## src/rtl/bus_pkg.sv

```systemverilog
// Shared opcodes, swap timing and issuer state encoding for the bus command front end.
package bus_pkg;

    localparam logic [2:0] OP_NOP     = 3'd0;
    localparam logic [2:0] OP_SWAP    = 3'd1;
    localparam logic [2:0] OP_MOVE    = 3'd2;
    localparam logic [2:0] OP_LOAD_R1 = 3'd3;
    localparam logic [2:0] OP_LOAD_R2 = 3'd4;
    localparam logic [2:0] OP_LOAD_R3 = 3'd5;

    // Cycles of forced func = 0 after a swap is issued.
    localparam int SWAP_GAP = 2;

    typedef enum logic {
        ST_READY    = 1'b0,
        ST_SWAP_GAP = 1'b1
    } issue_state_t;

    function automatic logic is_load(input logic [2:0] op);
        return (op == OP_LOAD_R1) || (op == OP_LOAD_R2) || (op == OP_LOAD_R3);
    endfunction

    function automatic logic is_legal(input logic [2:0] op);
        return op <= OP_LOAD_R3;
    endfunction

endpackage

```

## src/rtl/cmd_fifo.sv

```systemverilog
// Small synchronous FIFO; pointers carry an extra wrap bit so full/empty
// fall out of a plain compare. No pass-through: a full FIFO refuses a push
// even if a pop happens on the same edge.
module cmd_fifo #(
    parameter int DEPTH = 4,
    parameter int W     = 11
) (
    input  logic                     clk,
    input  logic                     rst_n,
    input  logic                     push,
    input  logic [W-1:0]             wdata,
    input  logic                     pop,
    output logic [W-1:0]             rdata,
    output logic                     full,
    output logic                     empty,
    output logic [$clog2(DEPTH):0]   level
);

    localparam int AW = $clog2(DEPTH);

    logic [AW:0]  wr_ptr;
    logic [AW:0]  rd_ptr;
    logic [W-1:0] mem [DEPTH];
    logic         do_push;
    logic         do_pop;

    assign level   = wr_ptr - rd_ptr;
    assign empty   = (wr_ptr == rd_ptr);
    assign full    = (level == (AW+1)'(DEPTH));
    assign do_push = push && !full;
    assign do_pop  = pop && !empty;
    assign rdata   = mem[rd_ptr[AW-1:0]];

    // Pointer advance; reset empties the FIFO.
    always_ff @(posedge clk or negedge rst_n) begin
        if (!rst_n) begin
            wr_ptr <= '0;
            rd_ptr <= '0;
        end else begin
            if (do_push) wr_ptr <= wr_ptr + 1'b1;
            if (do_pop)  rd_ptr <= rd_ptr + 1'b1;
        end
    end

    // Entry storage; contents are don't-care until written.
    always_ff @(posedge clk) begin
        if (do_push) mem[wr_ptr[AW-1:0]] <= wdata;
    end

endmodule

```

## src/rtl/bus_cmd_issuer.sv

```systemverilog
// Command front end for the tri-state register-bus controller: queues ops,
// issues one per slot on func, enforces swap spacing and drives load data
// onto the external bus in the controller's Extern cycle.
module bus_cmd_issuer
    import bus_pkg::*;
#(
    parameter int DEPTH  = 4,
    parameter int DATA_W = 8
) (
    input  logic                      Clock,
    input  logic                      Resetn,
    input  logic                      cmd_valid,
    input  logic [2:0]                cmd_op,
    input  logic [DATA_W-1:0]         cmd_data,
    output logic                      cmd_ready,
    output logic [2:0]                func,
    output logic [DATA_W-1:0]         ext_data,
    output logic                      issue,
    output logic                      err,
    output logic                      busy,
    output logic [$clog2(DEPTH):0]    level
);

    localparam int EW = 3 + DATA_W;

    logic              full;
    logic              empty;
    logic              push;
    logic              pop;
    logic              accept;
    logic [EW-1:0]     wr_entry;
    logic [EW-1:0]     head;
    logic [2:0]        head_op;
    logic [DATA_W-1:0] head_data;

    issue_state_t      state, state_n;
    logic [1:0]        gap_cnt, gap_n;
    logic              after_swap, after_n;
    logic [2:0]        func_n;
    logic              issue_n;
    logic [DATA_W-1:0] issue_data, data_n;

    assign cmd_ready = !full;
    assign accept    = cmd_valid && cmd_ready;
    // Illegal ops are consumed from the port but never stored.
    assign push      = accept && is_legal(cmd_op);
    assign wr_entry  = {cmd_op, is_load(cmd_op) ? cmd_data : {DATA_W{1'b0}}};
    assign head_op   = head[EW-1 -: 3];
    assign head_data = head[DATA_W-1:0];
    assign busy      = !empty || (state == ST_SWAP_GAP);

    cmd_fifo #(.DEPTH(DEPTH), .W(EW)) u_fifo (
        .clk   (Clock),
        .rst_n (Resetn),
        .push  (push),
        .wdata (wr_entry),
        .pop   (pop),
        .rdata (head),
        .full  (full),
        .empty (empty),
        .level (level)
    );

    // Issue decision: pop/issue in READY, hold func at 0 through the swap gap,
    // and hold back a swap in the first READY cycle after a swap.
    always_comb begin
        state_n = state;
        gap_n   = gap_cnt;
        after_n = 1'b0;
        pop     = 1'b0;
        func_n  = OP_NOP;
        issue_n = 1'b0;
        data_n  = issue_data;
        case (state)
            ST_READY: begin
                if (!empty && !(after_swap && head_op == OP_SWAP)) begin
                    pop     = 1'b1;
                    func_n  = head_op;
                    issue_n = 1'b1;
                    data_n  = head_data;
                    if (head_op == OP_SWAP) begin
                        state_n = ST_SWAP_GAP;
                        gap_n   = 2'(SWAP_GAP);
                    end
                end
            end
            ST_SWAP_GAP: begin
                gap_n = gap_cnt - 2'd1;
                if (gap_cnt == 2'd1) begin
                    state_n = ST_READY;
                    after_n = 1'b1;
                end
            end
            default: state_n = ST_READY;
        endcase
    end

    // Issuer state, registered outputs and the Extern data register.
    always_ff @(posedge Clock or negedge Resetn) begin
        if (!Resetn) begin
            state      <= ST_READY;
            gap_cnt    <= '0;
            after_swap <= 1'b0;
            func       <= OP_NOP;
            issue      <= 1'b0;
            issue_data <= '0;
            err        <= 1'b0;
            ext_data   <= '0;
        end else begin
            state      <= state_n;
            gap_cnt    <= gap_n;
            after_swap <= after_n;
            func       <= func_n;
            issue      <= issue_n;
            issue_data <= data_n;
            err        <= accept && !is_legal(cmd_op);
            // The controller samples the bus the cycle after a load issues.
            if (issue && is_load(func)) ext_data <= issue_data;
        end
    end

endmodule

```

## config.mk

```make
export PLATFORM = sky130hd
export DESIGN_NAME = bus_cmd_issuer
export DESIGN_NICKNAME = d
export VERILOG_FILES = /design/src/rtl/bus_pkg.sv /design/src/rtl/cmd_fifo.sv /design/src/rtl/bus_cmd_issuer.sv
export SDC_FILE = /design/constraint.sdc
export NUM_CORES = 1
export LEC_CHECK = 0
export ABC_AREA = 1
export BUFFER_PORTS_ARGS = -buffer_cell sky130_fd_sc_hd__buf_2
export CAP_MARGIN = 5
export CORE_MARGIN = 2
export CORE_UTILIZATION = 60
export CTS_BUF_LIST = sky130_fd_sc_hd__clkbuf_8 sky130_fd_sc_hd__clkbuf_16
export DETAILED_ROUTE_END_ITERATION = 12
export PLACE_DENSITY_LB_ADDON = 0.1
export SYNTH_ARGS = -nofsm -noshare
export SYNTH_HDL_FRONTEND = slang
export SYNTH_SLANG_ARGS = --single-unit
```

## constraint.sdc

```tcl
create_clock -name Clock -period 5.9 [get_ports Clock]
set_clock_uncertainty 0.05 [all_clocks]
set_input_delay 0.59 -clock Clock [delete_from_list [all_inputs] [get_ports Clock]]
set_output_delay 0.59 -clock Clock [all_outputs]
set_load 0.05 [all_outputs]
```

==> impl_results.md <==
- Status: completed
- Share of post-route cells with drive strength above 1: between 20 and 25%
- Setup Crit Path Kind: flip-flop to flip-flop
- Final worst path period need: about 3.0 ns
- GRT met1 Usage: 32.05%
- WL/cell: 15.81 um
- Final Max Tran Viols: 0
- Die area: about 6000 um^2
- Clk pin slew, worst setup/hold paths: approximately 0.080 ns
- CP most frequent cell: nand3_2
- Initial cell density of the core: 62.87%
- Crit Path Max Fanout: 26
- GR Overflow Total: 0
- Non-Filler Instances: approximately 390
- Global route hottest layer: met2
- Vias in the first global route: 2067
- Pleak: 1.596 nW
- CP max-delay cell: dfrtp_1
- Starting DRC count in detailed routing: 150
- Switch Pwr: 1.011 mW
- Layout Nets: 336
- Post-route cell area: 3595 um^2
- WP data arrival: 2.95 ns
- H-tree depth: 3
- Syn_nets: about 300
- Initial antenna violation count: 0
- Synth top area cells: edfxtp_1 41%, dfrtp_1 24%, nand2_1 5.5%
- First-pass GRT wire length: 10510 um
- CTS max path bufs: 2
- CORE AREA: 5172 um^2
- Sequential cell area fraction in the yosys report: 64.49%
- RSZ-0062 raised after global routing: false
- Site Rows: 26
- Synth area leader: edfxtp_1
- Setup TNS: 0 ns
- Worst path required time: 5.81 ns
- Mapped cell area: 3252 um^2
- Area added between synthesis and finish: 10.54%
- Ys async rst share: 41.33%
- WHS: 0.2203 ns
- Post-synth top area share: between 40% and 50%
- Largest net degree at the start of global routing: 32
- DP Wirelength: 4432 um
- Port buffer count: 31
- TritonCTS Sinks: 75
- Maximum vdd drop: 0.0003595 V
- Met2 Usage GRT: a little over a third
- Comb pwr share: 45.5%
- Die width: 77.62 um
- Pint: 1.167 mW
- Post-CTS setup repair buffer count: 0
- Fin util: 69.50%
- Worst min-delay path category: primary input to asynchronous set/reset pin
- Slew headroom: 38.66%
- Router iterations before antenna repair: 4
- FF+latch area: approximately 2100 um^2
- Seq cells post-synth: 75
- Post-placement cell count: 372
- Ys Warns: 0
- Worst setup SP type: flip-flop
- Part of the power in registers: around two fifths
- DP Area: 3421 um^2
- Sw frac: 46.43%
- Hold Fails Final Rpt: 0
- Worst Tran Pin Value: 0.9168 ns
- M3 GR Usage: 5.233%
- Top FF cell, synth: edfxtp_1
- Worst setup margin: 2.861 ns
- Post-Syn Area per Cell: 11.57 um^2
- Total power: 2.178 mW
- Pre-CTS setup slack: 2.881 ns
- Area of the multi-input gates: 975.9 um^2
- Tcrit/Tclk final: a little over 50%
- Antenna cells: 0
- Cell variety after synth: 28
- Num CTS Buffers: 9
- Max cap viols: 0
- DR vias: 2082
- Total track usage: between 20% and 30%
- Critical Path Max Stage Delay: 0.82 ns
- Power per Cell Area: 605.8 nW/um^2
- EDFF count, synth: 44
- Max Freq: 329.0 MHz
- Cts hold-fix bufs: 0
- Crit end category: flip-flop
- Cts repair resizes: 0
- Clock share of power: 15.9%
- Clk_lat worst skew: 0.34 ns
- Die H: between 70 and 80 um
- Mapped Cells: 281
- CTS root buf: clkbuf_8
- Gp weighted congestion: 0.8311
- CP Cell Sequence: ha_1 > fa_1 > nand3_2 > nand3_2 > nor2_1
- CTS tree: built
- Ports: 32
- Total Wirelength: 6133 um
- Most numerous cell in the Yosys netlist: nand2_1
- DRC viols: 0
- Final-report setup violation count: 0
- Fill count: 403
- Synth cell count leaders: 48 x nand2_1, 44 x edfxtp_1, 31 x dfrtp_1, 31 x nor2_1, 25 x inv_1
- Vias per cell: 5.366
- Post-DRT Antenna Nets: 0
## registers in the layout (all words and copies together), names as in the netlist
signal and flops:
after_swap 1, err 1, ext_data 8, func 3, gap_cnt 2, issue 1, issue_data 8, state 1
u_fifo.mem 44, u_fifo.rd_ptr 3, u_fifo.wr_ptr 3
## power groups by stage
stage,sequential (mW),combinational (mW),clock [mW]
4_1_cts,0.841,0.998,0.355
5_1_grt,0.864,1.10,0.381
3_5_place_dp,0.852,0.993,0
6_report,0.840,0.990,0.347
2_1_floorplan,0.936,0.725,0
3_3_place_gp,0.845,0.976,0
## critical path, delay by kind of cell (launching register included)
family / cells / cell delay (ns)
fa+ha+maj: 2 / 0.71
simple gates: 3 / 1.08
flops: 1 / 0.82
## layout make-up
cell class / instances / area share (%)
repair buffers: 31 / 4.316
inverters: 28 / 2.924
flip-flops and latches: 75 / 58.34
multi-input cells: 168 / 27.15
well taps: 70 / 2.436
clock buffers: 9 / 3.446
clock inverters: 7 / 1.392
## cell usage in the layout, fill, tap and decap left out, types with 3 or more instances in the layout
master,instances
a21oi_1,3
buf_2,31
clkbuf_8,9
clkinv_1,3
dfrtp_1,31
edfxtp_1,44
ha_1,8
inv_1,25
mux2_2,8
nand2_1,48
nand2_2,9
nand3_1,6
nand3_2,4
nand4_1,16
nor2_1,31
o21ai_0,16
o22ai_1,8
## worst paths after layout
path | to | slack (ns) | depth (start not counted) | start
min in group Clock | issue_data[6]$_DFFE_PN0P_ | 0.43 | 2 | issue_data[6]$_DFFE_PN0P_
hold / removal | ext_data[2]$_DFFE_PN0P_ | 0.22 | 1 | Resetn
setup reg to reg | u_fifo.mem[2][8]$_DFFE_PP_ | 2.86 | 5 | u_fifo.rd_ptr[0]$_DFFE_PN0P_
hold reg to reg | issue_data[6]$_DFFE_PN0P_ | 0.43 | 2 | issue_data[6]$_DFFE_PN0P_
setup / recovery | u_fifo.mem[2][8]$_DFFE_PP_ | 2.86 | 5 | u_fifo.rd_ptr[0]$_DFFE_PN0P_
max in group asynchronous | ext_data[7]$_DFFE_PN0P_ | 5.14 | 1 | Resetn
## per-layer routing
metal	share of wire [%]	vias to the layer above	wire length (um)
li1	-	1020	-
met1	45	981	2747
met2	47	68	2877
met3	6.0	13	367
met4	2.3	0	142
met5	0	-	0
## logic make-up after synthesis
group           Yosys count  share of synthesized area [%]
buf+inv                  38                          5.502
mux                       8                          2.770
compound gates           28                          4.617
fa+ha+maj                 9                          3.694
flops                    75                          64.49
simple gates            120                          18.12
xor+xnor                  3                         0.8082
(Power assumes the default switching activity.)
